--- config.mk ---
export PLATFORM = sky130hd
export DESIGN_NAME = mem_wb_stage_flat
export DESIGN_NICKNAME = d
export VERILOG_FILES = /design/src/rtl/mem_wb_if.sv /design/src/rtl/mem_wb_stage.sv /design/src/flat_wrapper.sv
export SDC_FILE = /design/constraint.sdc
export NUM_CORES = 1
export LEC_CHECK = 0
export BUFFER_PORTS_ARGS = -buffer_cell sky130_fd_sc_hd__buf_2
export CAP_MARGIN = 20
export CORE_MARGIN = 4
export CORE_UTILIZATION = 45
export DETAILED_ROUTE_END_ITERATION = 10
export PLACE_DENSITY_LB_ADDON = 0.2
export SKIP_CTS_REPAIR_TIMING = 1
export SLEW_MARGIN = 5
export SYNTH_ARGS = -nofsm -noshare
export SYNTH_HDL_FRONTEND = slang
export SYNTH_SLANG_ARGS = --single-unit
--- constraint.sdc ---
create_clock -name clk -period 3.05 [get_ports clk]
set_clock_uncertainty 0.2 [all_clocks]
set_input_delay 0.4575 -clock clk [delete_from_list [all_inputs] [get_ports clk]]
set_output_delay 0.4575 -clock clk [all_outputs]
set_load 0.05 [all_outputs]
--- src/rtl/mem_wb_if.sv ---
// Memory-stage to writeback bundle: in_* come from the memory stage, wb_* go to
// the register file and forwarding unit.
interface mem_wb_if #(parameter int XLEN = 32);
  logic            in_valid;
  logic            in_reg_write;
  logic [4:0]      in_rd;
  logic [1:0]      in_wb_sel;
  logic [2:0]      in_funct3;
  logic [XLEN-1:0] in_alu_result;
  logic [XLEN-1:0] in_read_data;
  logic [XLEN-1:0] in_pc_plus4;
  logic            wb_valid;
  logic            wb_reg_write;
  logic [4:0]      wb_rd;
  logic [XLEN-1:0] wb_data;

  modport master (
    output in_valid, in_reg_write, in_rd, in_wb_sel, in_funct3,
           in_alu_result, in_read_data, in_pc_plus4,
    input  wb_valid, wb_reg_write, wb_rd, wb_data
  );

  modport slave (
    input  in_valid, in_reg_write, in_rd, in_wb_sel, in_funct3,
           in_alu_result, in_read_data, in_pc_plus4,
    output wb_valid, wb_reg_write, wb_rd, wb_data
  );
endinterface

--- src/rtl/mem_wb_stage.sv ---
// MEM/WB pipeline register with load formatting, writeback mux and instret.
// Define MEM_WB_LOAD_ALIGN_EN to build in load byte/halfword extraction.
module mem_wb_stage #(
  parameter int XLEN = 32
) (
  input  logic        clk,
  input  logic        rst,
  input  logic        stall,
  input  logic        flush,
  mem_wb_if.slave     bus,
  output logic [63:0] instret
);

  logic [XLEN-1:0] load_fmt;
  logic [XLEN-1:0] wb_data_d, wb_data_q;
  logic [4:0]      wb_rd_q;
  logic            wb_reg_write_d, wb_reg_write_q;
  logic            wb_valid_q;
  logic [63:0]     instret_q;

`ifdef MEM_WB_LOAD_ALIGN_EN
  logic [1:0]  off;
  logic [7:0]  byte_v;
  logic [15:0] half_v;

  assign off    = bus.in_alu_result[1:0];
  assign byte_v = bus.in_read_data[{off, 3'b000} +: 8];
  assign half_v = off[1] ? bus.in_read_data[31:16] : bus.in_read_data[15:0];

  always_comb begin
    load_fmt = bus.in_read_data;
    case (bus.in_funct3)
      3'b000:  load_fmt = {{24{byte_v[7]}}, byte_v};
      3'b001:  load_fmt = {{16{half_v[15]}}, half_v};
      3'b100:  load_fmt = {24'd0, byte_v};
      3'b101:  load_fmt = {16'd0, half_v};
      default: load_fmt = bus.in_read_data;
    endcase
  end
`else
  // Memory stage already delivers formatted load data.
  logic unused_fmt;
  assign unused_fmt = ^{bus.in_funct3, bus.in_alu_result[1:0]};
  assign load_fmt   = bus.in_read_data;
`endif

  always_comb begin
    wb_data_d = bus.in_alu_result;
    case (bus.in_wb_sel)
      2'b01:   wb_data_d = load_fmt;
      2'b10:   wb_data_d = bus.in_pc_plus4;
      default: wb_data_d = bus.in_alu_result;
    endcase
  end

  // x0 writes are dropped here so the register file never sees them.
  assign wb_reg_write_d = bus.in_valid & bus.in_reg_write & (bus.in_rd != 5'd0);

  always_ff @(posedge clk) begin
    if (rst) begin
      wb_valid_q     <= 1'b0;
      wb_reg_write_q <= 1'b0;
      wb_rd_q        <= 5'd0;
      wb_data_q      <= '0;
      instret_q      <= 64'd0;
    end else if (flush) begin
      wb_valid_q     <= 1'b0;
      wb_reg_write_q <= 1'b0;
      wb_rd_q        <= 5'd0;
      wb_data_q      <= '0;
    end else if (!stall) begin
      wb_valid_q     <= bus.in_valid;
      wb_reg_write_q <= wb_reg_write_d;
      wb_rd_q        <= bus.in_rd;
      wb_data_q      <= wb_data_d;
      if (bus.in_valid) instret_q <= instret_q + 64'd1;
    end
  end

  assign bus.wb_valid     = wb_valid_q;
  assign bus.wb_reg_write = wb_reg_write_q;
  assign bus.wb_rd        = wb_rd_q;
  assign bus.wb_data      = wb_data_q;
  assign instret          = instret_q;

endmodule

--- src/flat_wrapper.sv ---
// flat-port wrapper written by rule: the top's interface ports become plain ports
module mem_wb_stage_flat 
#(
  parameter int XLEN = 32
)
  (clk, rst, stall, flush, instret, bus_in_valid, bus_in_reg_write, bus_in_rd, bus_in_wb_sel, bus_in_funct3, bus_in_alu_result, bus_in_read_data, bus_in_pc_plus4, bus_wb_valid, bus_wb_reg_write, bus_wb_rd, bus_wb_data);
  mem_wb_if #(.XLEN(XLEN)) bus_i ();
  input  logic clk;
  input  logic rst;
  input  logic stall;
  input  logic flush;
  output logic [63:0] instret;
  input wire logic [$bits(bus_i.in_valid)-1:0] bus_in_valid;
  input wire logic [$bits(bus_i.in_reg_write)-1:0] bus_in_reg_write;
  input wire logic [$bits(bus_i.in_rd)-1:0] bus_in_rd;
  input wire logic [$bits(bus_i.in_wb_sel)-1:0] bus_in_wb_sel;
  input wire logic [$bits(bus_i.in_funct3)-1:0] bus_in_funct3;
  input wire logic [$bits(bus_i.in_alu_result)-1:0] bus_in_alu_result;
  input wire logic [$bits(bus_i.in_read_data)-1:0] bus_in_read_data;
  input wire logic [$bits(bus_i.in_pc_plus4)-1:0] bus_in_pc_plus4;
  output wire logic [$bits(bus_i.wb_valid)-1:0] bus_wb_valid;
  output wire logic [$bits(bus_i.wb_reg_write)-1:0] bus_wb_reg_write;
  output wire logic [$bits(bus_i.wb_rd)-1:0] bus_wb_rd;
  output wire logic [$bits(bus_i.wb_data)-1:0] bus_wb_data;
  assign bus_i.in_valid = bus_in_valid;
  assign bus_i.in_reg_write = bus_in_reg_write;
  assign bus_i.in_rd = bus_in_rd;
  assign bus_i.in_wb_sel = bus_in_wb_sel;
  assign bus_i.in_funct3 = bus_in_funct3;
  assign bus_i.in_alu_result = bus_in_alu_result;
  assign bus_i.in_read_data = bus_in_read_data;
  assign bus_i.in_pc_plus4 = bus_in_pc_plus4;
  assign bus_wb_valid = bus_i.wb_valid;
  assign bus_wb_reg_write = bus_i.wb_reg_write;
  assign bus_wb_rd = bus_i.wb_rd;
  assign bus_wb_data = bus_i.wb_data;
  mem_wb_stage #(.XLEN(XLEN)) u_core (.clk(clk), .rst(rst), .stall(stall), .flush(flush), .bus(bus_i), .instret(instret));
endmodule
* After elaboration in Yosys (flattened, before gate mapping)
Index checks and enable logic that the tools add are counted.
Storage, ports and cells: flip-flop bits (word level) 103, bits in latches 0, RAM bits 0, bits in read-only memories 0, input bits 112, memories 0
Cells by class: add/sub/neg operators 1, multiply operators 0, divide/modulo/power cells 0, magnitude comparators 0, equal/unequal tests 2, shifts and indexed selects 0, muxes and demuxes 1, bitwise gates (word level) 4, reduce and logical (&&, ||, !) cells 3
Operator list (count):
- $add 64x1->64 const B | 1
- $pmux 32 s2 | 1
- $reduce_bool 5->1 | 1
- $reduce_and 3->1 | 1
- $and 1x1->1 | 2
- $eq 2x1->1 const B | 1
- $eq 2x2->1 const B | 1
- $not 1->1 | 2
- $reduce_or 2->1 | 1

* Depth between registers and ports, before layout
Gate-level depths: netlist of run 1.
depth in word-level cells 2, depth in mapped cells 8, mapped depth without buffers 6

* Least setup slack after synthesis of run 1
OpenSTA, ideal clock, no wires.
path kind reg2reg, start reg u_core.instret_q[15] (netlist: u_core.instret[15]), end reg u_core.instret_q[59] (netlist: u_core.instret[59]), setup time 0.070 ns, data arrival time 2.401 ns, data required time 2.780 ns, path slack 0.378 ns, stages on the path, launching flop included 8, clock period less this slack 2.672 ns, cell sequence dfxtp_1 and4_1 and4_1 clkbuf_1 nand4_4 buf_6 or4_1 a21oi_1
On the way: cells in the longest elaborated chain, start to end 1
Ends and longest elaborated chain:
- start, declared | RTL line mem_wb_stage.sv:19 | logic [63:0] instret_q;
- start signal, assigned | RTL line mem_wb_stage.sv:76 | if (bus.in_valid) instret_q <= instret_q + 64'd1;
- $add 64x1->64 | RTL line mem_wb_stage.sv:76
Every way passes these cells. A chain may end at the register's enable or synchronous reset.

* Worst setup path in the final report of run 1
start reg u_core.instret_q[24] (netlist: u_core.instret[24]), end reg u_core.instret_q[53] (netlist: u_core.instret[53])
Same word-level chain as after synthesis.

==> impl_results.md, run 1 <==
* Post-synthesis cell area at 5060 µm²
* Synth Area in Simple Gates at 31.8%
* Mapped Cells at 612
* Switch share at about a quarter
* Status: finished clean
* Register area share after synthesis at a little over 40%
* Synth warnings at 0
* Critical Path AT at 2590 ps
* Ranking of synthesized cells by area: dfxtp_1 (41%), a21oi_1 (6.4%), nor2_1 (5.6%), a221oi_1 (5.5%), nor2b_1 (4.2%)
* Starting Density at 46.3%
* Largest family of logic cells by synthesized area: simple AND/OR/NAND/NOR gates
* XOR/XNOR Fraction of Synth Area at 5.54%
* DRC violations left at 0
* Vias in the first global route at 5,014
* Setup violators final at 0
* Die area at 13,000 µm²
* Area Overhead vs Synth at 28.5%
* Clock-pin slew of the registers on the worst-case setup and hold paths at approximately 70 ps
* Syn nets at 727
* Clock sinks at 103
* # IOs at around 220
* CTS Buf Count at 9
* Least-Margin Pin Slew at approximately 730 ps
* Rel. slew slack at between 50% and 60%
* Fin util at between 50% and 60%
* Core Footprint at 10,900 µm²
* Crit path launch type: flip-flop
* Wire per inst at 15.7 µm
* Max IR drop VDD at approximately 0.43 mV
* Slew Viols, Final at 0
* TritonCTS clock tree: yes
* Tcrit/Tclk final at 82.6%
* Max Cap Viol at 0
* CTS max path bufs at 2
* Fillers at 1,014
* Dpl hpwl at 11.1 mm
* Top cell type by total area after synthesis: dfxtp_1
* Post-synth EDFFs at 0
* Ys flop type: dfxtp_1
* Final Hold Fails at 0
* 1st-iter DRT viols at just over 300
* Post-DR vias/cell at 5.61
* Clk root buf: clkbuf_16
* Row count at 38
* GR Overflow Total at 0
* Multiplexer share of the synthesized area at 1.19%
* Sequential power share at 47.2%
* Leakage power at 2.70 nW
* Synth Area in Adders at less than 1%
* ANT nets after route at 0
* Synth Area in Compound Gates at 16.1%
* DR pass1 iterations at 4
* Total GRT Usage at 22.6%
* Psw at 0.746 mW
* Synth unique cells at 39
* Layout cell share with drive strength beyond 1 at 30.5%
* Aggregate routed wire length at 14.9 mm
* Crit end category: flip-flop
* Setup total negative slack at 0 ps
* Worst Hold Depth at 3
* RSZ-0062 raised after global routing: false
* Hold Path Class: primary input to flip-flop
* Die H at around 110 µm
* Antenna diode instance count at 0
* Syn avg cell area at roughly 8.3 µm²
* Clock share of power at around 40%
* Worst EP required at 3120 ps
* Tot Pwr at ~2.9 mW
* CP max FO at 24
* Pwr dens at 448 nW/µm²
* Nets at 917
* H-tree levels at 3
* Port Buf Inserts at 211
* Register bit total from synthesis at 103
* Max Fclk at 0.397 GHz
* Antenna violations before repair at 0
* Die Wd at 114 µm
* Vias at 5,315
* Final Critical Period at 2520 ps
* Crit Path Category: flip-flop to flip-flop
* Cell Int Power at between 2 and 2.5 mW
* Gpl congestion at 0.871
* First-pass GRT wire length at 24.0 mm
* Largest net degree at the start of global routing at 73
* Clock latency on the worst-skew pair at 350 ps
* Worst R2R Path Depth at 5
* Post-synth ARST share at 0%
* Logic gate share of total power at 13.0%
* Yosys top cell area share at 40.7%
## worst max-delay path, stage by stage (launching register included)
cell and delay, ps:
dfxtp_1 420, nand3_1 250, nor4_2 500, nand4_4 340, or4_1 590, a21oi_1 140
## stage by stage
step	cell area [µm²]	cells	setup WS (ps)	hold WS (ps)
3_5_place_dp	6180	929	275	256
5_1_grt	6500	947	228	169
4_1_cts	6470	945	507	151
6_report	6500	947	530	167
3_3_place_gp	6180	929	327	250
2_1_floorplan	5060	612	378	401
## flip-flops by register name (all words and copies together) (netlist names)
register                 cells
u_core.bus.wb_reg_write      1
u_core.bus.wb_valid          1
u_core.bus.wb_data          32
u_core.instret              64
u_core.bus.wb_rd             5
## logic make-up after synthesis
logic type / after synthesis
buffers and inverters: 48
DFF: 103
AOI/OAI and AO/OA: 129
muxes: 6
adders and majority gates: 3
xor gates and xnor gates: 32
and+or+nand+nor: 291
## synth_stat cells (16+ instances only)
cell,n
a21oi_1,65
a221oi_1,32
clkbuf_1,37
dfxtp_1,103
nand2_1,29
nand3_1,22
nand4_1,21
nor2_1,75
nor2b_1,34
nor3_1,34
or4_1,16
xor2_1,22
## final timing paths
| check | start | to | slack, ps |
|---|---|---|---|
| max | u_core.instret[24]$_SDFFE_PP0P_ | u_core.instret[53]$_SDFFE_PP0P_ | 530 |
| min | bus_in_rd[0] | u_core.bus.wb_rd[0]$_SDFFE_PP0N_ | 170 |
| max reg2reg | u_core.instret[24]$_SDFFE_PP0P_ | u_core.instret[53]$_SDFFE_PP0P_ | 530 |
| min reg2reg | u_core.bus.wb_reg_write$_SDFFE_PP0N_ | u_core.bus.wb_reg_write$_SDFFE_PP0N_ | 260 |
## final cells by class
class | instances | area, µm² | area share (%)
Clock buffer | 11 | 243 | 3.73
Clock inverter | 5 | 56.3 | 0.866
Inverter | 7 | 26.3 | 0.404
Multi-Input combinational cell | 461 | 2800 | 43.1
Sequential cell | 103 | 2060 | 31.7
Tap cell | 140 | 175 | 2.69
Timing Repair Buffer | 220 | 1140 | 17.5
## power groups by stage
stage          sequential [mW]  clock [mW]  combinational (mW)
3_5_place_dp              1.41           0               0.375
4_1_cts                   1.38        1.20               0.376
6_report                  1.38        1.16               0.380
5_1_grt                   1.38        1.25               0.416
2_1_floorplan             1.48           0               0.176
3_3_place_gp              1.41           0               0.368
## cell usage in the layout, fill, tap and decap left out, types with 2 or more instances in the layout
cell type | synthesis | final
or4_1 | 16 | 16
buf_4 | 0 | 7
nand2_1 | 29 | 29
and3_1 | 8 | 8
nor4_1 | 10 | 10
nor2_1 | 75 | 75
nand3_1 | 22 | 22
o31ai_1 | 15 | 15
clkbuf_16 | 0 | 9
or3_1 | 13 | 13
and2_1 | 4 | 4
buf_8 | 0 | 2
nor4_2 | 2 | 2
or2_2 | 3 | 3
buf_2 | 1 | 211
nor2b_1 | 34 | 34
a21oi_1 | 65 | 65
nor3_1 | 34 | 34
dfxtp_1 | 103 | 103
mux2i_1 | 6 | 6
o21ai_0 | 13 | 13
xor2_1 | 22 | 22
nand4_1 | 21 | 21
ha_1 | 3 | 3
nand4b_1 | 5 | 5
clkinv_2 | 0 | 2
and4_1 | 7 | 7
o41ai_1 | 3 | 3
inv_1 | 7 | 7
xnor2_1 | 10 | 10
a221oi_1 | 32 | 32
## layer usage
metal	wire length (µm)	track usage, %
met5	0	0
met4	271	6.57
met3	1140	7.24
met2	7260	38.2
met1	6240	27.5
Power figures use the tool's default switching activity.
==> run 2: changes to the inputs <==
Settings changed: ABC_AREA set to 1.
Clock period 3.05 ns to 2.1 ns, I/O delays scaled along.
==> run 2 against run 1 <==
  * Via count increased by 20%
  * Register-to-register slack got worse by 340 ps
  * Hold slack got worse by 150 ps
  * Routed wire length increased by 25%
  * Critical path depth increased by 6
  * Cell count increased by 32%
  * Non-clock buffer count increased by 15
  * Cell area increased by 15%
  * Global-route usage increased by 3.2 points
  * Critical endpoint is now u_core.instret[42]$_SDFFE_PP0P_
==> impl_results.md, run 2 <==
* RSZ-0062 raised after global routing: false (unchanged)
* GRT busiest layer: met2 (unchanged)
* Dpl hpwl at 15.3 mm (was 11.1 mm)
* Largest register FFs at 64 (unchanged)
* Clk root buf: clkbuf_16 (unchanged)
* Die H at 121 µm (was 114 µm)
* Port Buf Inserts at 211 (unchanged)
* Post-synth EDFFs at 0 (unchanged)
* Met1 Use GR at 32.9% (was 27.5%)
* Syn avg cell area at 6.76 µm² (was 8.27 µm²)
* Dpl ws at 129 ps (was 275 ps)
* CP max FO at 5 (was 24)
* Antenna violations before repair at 0 (unchanged)
* Nets at 1,190 (was 917)
* Inst Count DP at 1,236 (was 929)
* Synth Area in Adders at 0.649% (was 0.741%)
* Final Hold Fails at 0 (unchanged)
* Max Fclk at 0.523 GHz (was 0.397 GHz)
* Area Overhead vs Synth at 29.3% (was 28.5%)
* Vias at 6,400 (was 5,315)
* Top cell type by total area after synthesis: dfxtp_1 (unchanged)
* Post-synth ARST share at 0% (unchanged)
* Post-DR vias/cell at 5.11 (was 5.61)
* Fin util at 59.2% (was 59.5%)
* Antenna diode instance count at 0 (unchanged)
* DR pass1 iterations at 5 (was 4)
* Syn nets at 971 (was 727)
* Layout cell share with drive strength beyond 1 at 26.3% (was 30.5%)
* Ranking of synthesized cells by area: dfxtp_1 (36%), nand2_1 (13%), nor2_1 (10%), a21oi_1 (6.1%), mux2i_1 (5.5%) (was dfxtp_1 (41%), a21oi_1 (6.4%), nor2_1 (5.6%), a221oi_1 (5.5%), nor2b_1 (4.2%))
* TritonCTS clock tree: yes (unchanged)
* Vias in the first global route at 6,077 (was 5,014)
* Aggregate routed wire length at 18.7 mm (was 14.9 mm)
* Ys flop type: dfxtp_1 (unchanged)
* Row count at 41 (was 38)
* Clock share of power at 41.3% (was 39.8%)
* Crit path launch type: flip-flop (unchanged)
* Synth unique cells at 31 (was 39)
* Synth warnings at 0 (unchanged)
* Die area at 14,700 µm² (was 13,000 µm²)
* CTS Buf Count at 9 (unchanged)
* Starting Density at 45.8% (was 46.3%)
* Clock-pin slew of the registers on the worst-case setup and hold paths at 70 ps (about the same)
* Status: finished clean (unchanged)
* Register area share after synthesis at 35.7% (was 40.7%)
* Pwr dens at 583 nW/µm² (was 448 nW/µm²)
* Least-Margin Pin Slew at 406 ps (was 728 ps)
* Top-count cell post-synth: nand2_1 (was dfxtp_1)
* Cell Int Power at 3.25 mW (was 2.17 mW)
* Psw at 1.11 mW (was 0.746 mW)
* Sequential power share at 45.9% (was 47.2%)
* Final Critical Period at 1910 ps (was 2520 ps)
* Die Wd at 121 µm (was 114 µm)
* Mapped Cells at 856 (was 612)
* Setup violators final at 0 (unchanged)
* First-pass GRT wire length at 30.1 mm (was 24.0 mm)
* Gpl congestion at 0.990 (was 0.871)
* Fillers at 1,297 (was 1,014)
* H-tree levels at 3 (unchanged)
* Area of the multi-input gates at 3350 µm² (was 2800 µm²)
* Met3 Use GR at 6.06% (was 7.24%)
* GR Layer Usage met2 at 41.7% (was 38.2%)
* Max Cap Viol at 0 (unchanged)
* Final WS setup at 187 ps (was 530 ps)
* # IOs at 215 (unchanged)
* Largest net degree at the start of global routing at 50 (was 73)
* CTS max path bufs at 2 (unchanged)
* Clock sinks at 103 (unchanged)
* Critical Path AT at 2010 ps (was 2590 ps)
* Hold Path Class: primary input to flip-flop (unchanged)
* Switch share at 25.4% (was 25.6%)
* Crit Path Category: flip-flop to flip-flop (unchanged)
* Most common cell after layout, fill and taps aside: buf_2 (unchanged)
* Worst EP required at 2190 ps (was 3120 ps)
* Total GRT Usage at 25.7% (was 22.6%)
* Slew Viols, Final at 0 (unchanged)
* Synth Area in Simple Gates at 34.1% (was 31.8%)
* Largest family of logic cells by synthesized area: simple AND/OR/NAND/NOR gates (unchanged)
* Core Footprint at 12,600 µm² (was 10,900 µm²)
* Finished Layout Cells at 1,252 (was 947)
* GR Overflow Total at 0 (unchanged)
* Max IR drop VDD at 0.375 mV (was 0.429 mV)
* Setup total negative slack at 0 ps (unchanged)
* Clock latency on the worst-skew pair at 350 ps (about the same)
* DRC violations left at 0 (unchanged)
* Register bit total from synthesis at 103 (unchanged)
* Hold_ws at 20.4 ps (was 167 ps)
* Synth Area in Compound Gates at 16.2% (was 16.1%)
* Tcrit/Tclk final at 91.1% (was 82.6%)
* Logic gate share of total power at 12.8% (was 13.0%)
* ANT nets after route at 0 (unchanged)
* Reg area at 2060 µm² (unchanged)
* Multiplexer share of the synthesized area at 5.54% (was 1.19%)
* Crit end category: flip-flop (unchanged)
* Post-synthesis cell area at 5780 µm² (was 5060 µm²)
* Wire per inst at 14.9 µm (was 15.7 µm)
* XOR/XNOR Fraction of Synth Area at 1.06% (was 5.54%)
* Rel. slew slack at 72.7% (was 51.5%)
* Yosys top cell area share at 35.7% (was 40.7%)
* Top cells by count, synth: nand2_1 (196), nor2_1 (157), dfxtp_1 (103) (was dfxtp_1 (103), nor2_1 (75), a21oi_1 (65))
* 1st-iter DRT viols at 435 (was 309)
* Commonest cells after routing, fill and taps aside: buf_2 (211), nand2_1 (196), nor2_1 (152) (was buf_2 (211), dfxtp_1 (103), nor2_1 (75))
* Leakage power at 3.39 nW (was 2.70 nW)
run 2: layout make-up:
| class | instances | share of cell area (%) |
|---|---|---|
| Timing Repair Buffer | 235 | 16.7 |
| Sequential cell | 103 | 27.6 |
| Inverter | 77 | 3.87 |
| Tap cell | 172 | 2.88 |
| Clock inverter | 5 | 1.10 |
| Multi-Input combinational cell | 649 | 44.8 |
| Clock buffer | 11 | 3.11 |
run 2: power groups by stage:
stage	clock (mW)	combinational, mW	sequential, mW
global placement	0	0.554	2.05
finish	1.80	0.556	2.00
detailed placement	0	0.560	2.05
floorplan	0	0.235	2.17
CTS	1.82	0.560	2.00
global route	1.90	0.606	2.01
run 2: cell families after synthesis:
logic type,Yosys count
adders and majority gates,3
buffers and inverters,104
muxes,32
DFF,103
AOI/OAI and AO/OA,160
and+or+nand+nor,447
xor gates and xnor gates,7
run 2: final timing paths:
| check | start | end | slack, ps | cells past startpoint |
|---|---|---|---|---|
| max | u_core.instret[0]$_SDFFE_PP0P_ | u_core.instret[42]$_SDFFE_PP0P_ | 190 | 11 |
| min | bus_in_rd[4] | u_core.bus.wb_rd[4]$_SDFFE_PP0N_ | 20 | 3 |
| max reg2reg | u_core.instret[0]$_SDFFE_PP0P_ | u_core.instret[42]$_SDFFE_PP0P_ | 190 | 11 |
| min reg2reg | u_core.bus.wb_rd[4]$_SDFFE_PP0N_ | u_core.bus.wb_rd[4]$_SDFFE_PP0N_ | 270 | 2 |
run 2: critical path, cell delays in order, from the launching register on:
cell and delay, ps:
dfxtp_1 380, ha_1 180, inv_1 50, nor2_1 150, nand2_1 180, nor2_1 180, nand2_1 80, nor2_2 200
nand2_1 80, nand2_1 60, inv_1 40, nor2_1 80
run 2: per-stage QoR:
step / cell area, µm² / power, mW
floorplan: 5780 / 2.40
global placement: 7140 / 2.60
detailed placement: 7140 / 2.61
CTS: 7460 / 4.39
global route: 7480 / 4.51
finish: 7480 / 4.36
run 2: routing by layer:
metal	vias up	wire length [µm]
met4	0	648
met1	2849	7730
met3	43	1610
met5	-	0
li1	3257	-
met2	251	8680
==> run 3: changes to the inputs <==
Settings changed: ABC_AREA 1 to unset, CORE_UTILIZATION 45 to 43.
==> run 3 against run 2 <==
  * The run now ends with setup timing left
  * Critical path depth down 6
  * Global-route usage down 2.7 points
  * Sequential share of layout area up 1.4 points
  * Count of clock-buffer cells in the layout up 1
  * Sequential power down 2%
  * Utilization up 6.7 points
  * Via count down 11%
  * Clock power up 8%
  * Highest routed layer unchanged
==> impl_results.md, run 3 (synthesized netlist as in run 1, its figures left out) <==
* Vias in the first global route at 5,388 (was 6,077)
* Fillers at 956 (was 1,297)
* 1st-iter DRT viols at 341 (was 435)
* GRT busiest layer: met2 (unchanged)
* Clock sinks at 103 (unchanged)
* Worst R2R Path Depth at 5 (was 11)
* Slew Viols, Final at 0 (unchanged)
* Die H at 117 µm (was 121 µm)
* Antenna diode instance count at 0 (unchanged)
* Dpl hpwl at 12.1 mm (was 15.3 mm)
* Status: finished with violations (was finished clean)
* Vias at 5,670 (was 6,400)
* Worst EP required at 2170 ps (was 2190 ps)
* Inst Count DP at 1,010 (was 1,236)
* H-tree levels at 3 (unchanged)
* Hold Path Class: primary input to flip-flop (unchanged)
* Hold path start: bus_in_rd[2] (was bus_in_rd[4])
* CTS max path bufs at 2 (unchanged)
* Failing checks: setup timing
* CTS Buf Count at 9 (unchanged)
* GR Layer Usage met2 at 42.0% (was 41.7%)
* Met3 Use GR at 4.25% (was 6.06%)
* Crit end category: flip-flop (unchanged)
* Largest net degree at the start of global routing at 73 (was 50)
* Row count at 39 (was 41)
* ANT nets after route at 0 (unchanged)
* Max Fclk at 0.454 GHz (was 0.523 GHz)
* Hold_ws at 24.9 ps (was 20.4 ps)
* GR Overflow Total at 0 (unchanged)
* Die area at 13,600 µm² (was 14,700 µm²)
* Final WS setup at -103 ps (was 187 ps)
* Tcrit/Tclk final at 105% (was 91.1%)
* Nets at 1,003 (was 1,190)
* Post-DR vias/cell at 5.47 (was 5.11)
* Max IR drop VDD at 0.441 mV (was 0.375 mV)
* Reg area at 2200 µm² (was 2060 µm²)
* Gpl congestion at 0.827 (was 0.990)
* Fin util at 66.0% (was 59.2%)
* Setup violators final at 7 (was 0)
* Worst Hold End: u_core.bus.wb_rd[2]$_SDFFE_PP0N_ (was u_core.bus.wb_rd[4]$_SDFFE_PP0N_)
* Clock-pin slew of the registers on the worst-case setup and hold paths at 70 ps (about the same)
* Leakage power at 3.28 nW (was 3.39 nW)
* Clk root buf: clkbuf_16 (unchanged)
* Critical Path AT at 2270 ps (was 2010 ps)
* Largest register FFs at 64 (unchanged)
* RSZ-0062 raised after global routing: true (was false)
* Aggregate routed wire length at 16.2 mm (was 18.7 mm)
* First-pass GRT wire length at 25.5 mm (was 30.1 mm)
* Area of the multi-input gates at 2990 µm² (was 3350 µm²)
* Die Wd at 117 µm (was 121 µm)
* TritonCTS clock tree: yes (unchanged)
* Crit Path Category: flip-flop to flip-flop (unchanged)
* Most common cell after layout, fill and taps aside: buf_2 (unchanged)
* Wire per inst at 15.6 µm (was 14.9 µm)
* Dpl ws at -107 ps (was 129 ps)
* DR pass1 iterations at 4 (was 5)
* Clock latency on the worst-skew pair at 340 ps (was 350 ps)
* Crit path launch type: flip-flop (unchanged)
* DRC violations left at 0 (unchanged)
* Met1 Use GR at 27.4% (was 32.9%)
* Antenna violations before repair at 0 (unchanged)
* Pwr dens at 590 nW/µm² (was 583 nW/µm²)
* Port Buf Inserts at 211 (unchanged)
* Register-to-register setup slack at -100 ps (was 190 ps)
* RR Endpoint: u_core.instret[30]$_SDFFE_PP0P_ (was u_core.instret[42]$_SDFFE_PP0P_)
* Final Critical Period at 2200 ps (was 1910 ps)
* Least-Margin Pin Slew at 722 ps (was 406 ps)
* # IOs at 215 (unchanged)
* Worst Hold Depth at 3 (unchanged)
* Max Cap Viol at 0 (unchanged)
* Commonest cells after routing, fill and taps aside: buf_2 (212), buf_4 (89), nor2_1 (75) (was buf_2 (211), nand2_1 (196), nor2_1 (152))
* Final Hold Fails at 0 (unchanged)
* R2r startpoint: u_core.instret[5]$_SDFFE_PP0P_ (was u_core.instret[0]$_SDFFE_PP0P_)
* Starting Density at 44.1% (was 45.8%)
* CP max FO at 4 (was 5)
* Layout cell share with drive strength beyond 1 at 46.5% (was 26.3%)
* Rel. slew slack at 51.9% (was 72.7%)
* Area Overhead vs Synth at 49.5% (was 29.3%)
* Finished Layout Cells at 1,036 (was 1,252)
* Core Footprint at 11,500 µm² (was 12,600 µm²)
* Total GRT Usage at 23.1% (was 25.7%)
* Tot Pwr at 4.47 mW (was 4.36 mW)
[run 3: cell types whose count changed in the layout (fill, tap and decap cells not counted), sizes merged, moves of 16 or more]
cell / delta
a221oi: +32
a22o: -32
buf: +71
inv: -67
mux2i: -26
nand2: -173
nand3: -16
nor2: -97
nor2b: +34
nor3: +24
o21ai: -40
or4: +17
xor2: +18
[run 3: final cells by class]
type	instances	area share (%)
multi-input cells	461	39.6
flip-flops and latches	103	29.0
clock inverters	4	0.959
well taps	143	2.36
clock buffers	12	3.69
inverters	7	0.347
repair buffers	306	24.1
[run 3: how the worst max path moves through the flow]
stage,from,endpoint,slack (ps),cells past startpoint
6_report,u_core.instret[5]$_SDFFE_PP0P_,u_core.instret[30]$_SDFFE_PP0P_,-100,5
3_3_place_gp,flush,u_core.instret[60]$_SDFFE_PP0P_,-80,7
3_5_place_dp,flush,u_core.instret[52]$_SDFFE_PP0P_,-110,8
4_1_cts,u_core.instret[26]$_SDFFE_PP0P_,u_core.instret[53]$_SDFFE_PP0P_,-90,6
5_1_grt,u_core.instret[5]$_SDFFE_PP0P_,u_core.instret[30]$_SDFFE_PP0P_,-150,5
2_1_floorplan,u_core.instret[5]$_SDFFE_PP0P_,u_core.instret[30]$_SDFFE_PP0P_,-190,5
[run 3: layer usage]
| layer | vias up | share of wire (%) |
|---|---|---|
| met4 | 0 | 2.2 |
| li1 | 2803 | - |
| met3 | 24 | 6.0 |
| met1 | 2657 | 39 |
| met2 | 186 | 53 |
| met5 | - | 0 |
[run 3: through the flow]
stage | TNS (ps) | cell area [µm²]
6_report | -171 | 7570
5_1_grt | -1530 | 7570
4_1_cts | -829 | 7340
3_5_place_dp | -1100 | 6990
3_3_place_gp | -476 | 6990
2_1_floorplan | -1000 | 5260
[run 3: critical path: stages (launching register included)]
cell and delay (ps):
dfxtp_4 350, nand4_1 130, or3_4 390, or4_4 500, or4_4 430, a21oi_2 130
[run 3: power breakdown]
group / switching (mW) / leakage [nW] / internal, mW / total, mW
Combinational: 0.335 / 2.24 / 0.224 / 0.558
Clock: 0.755 / 0.169 / 1.19 / 1.94
Sequential: 0.0165 / 0.868 / 1.95 / 1.96
Total: 1.11 / 3.28 / 3.36 / 4.47
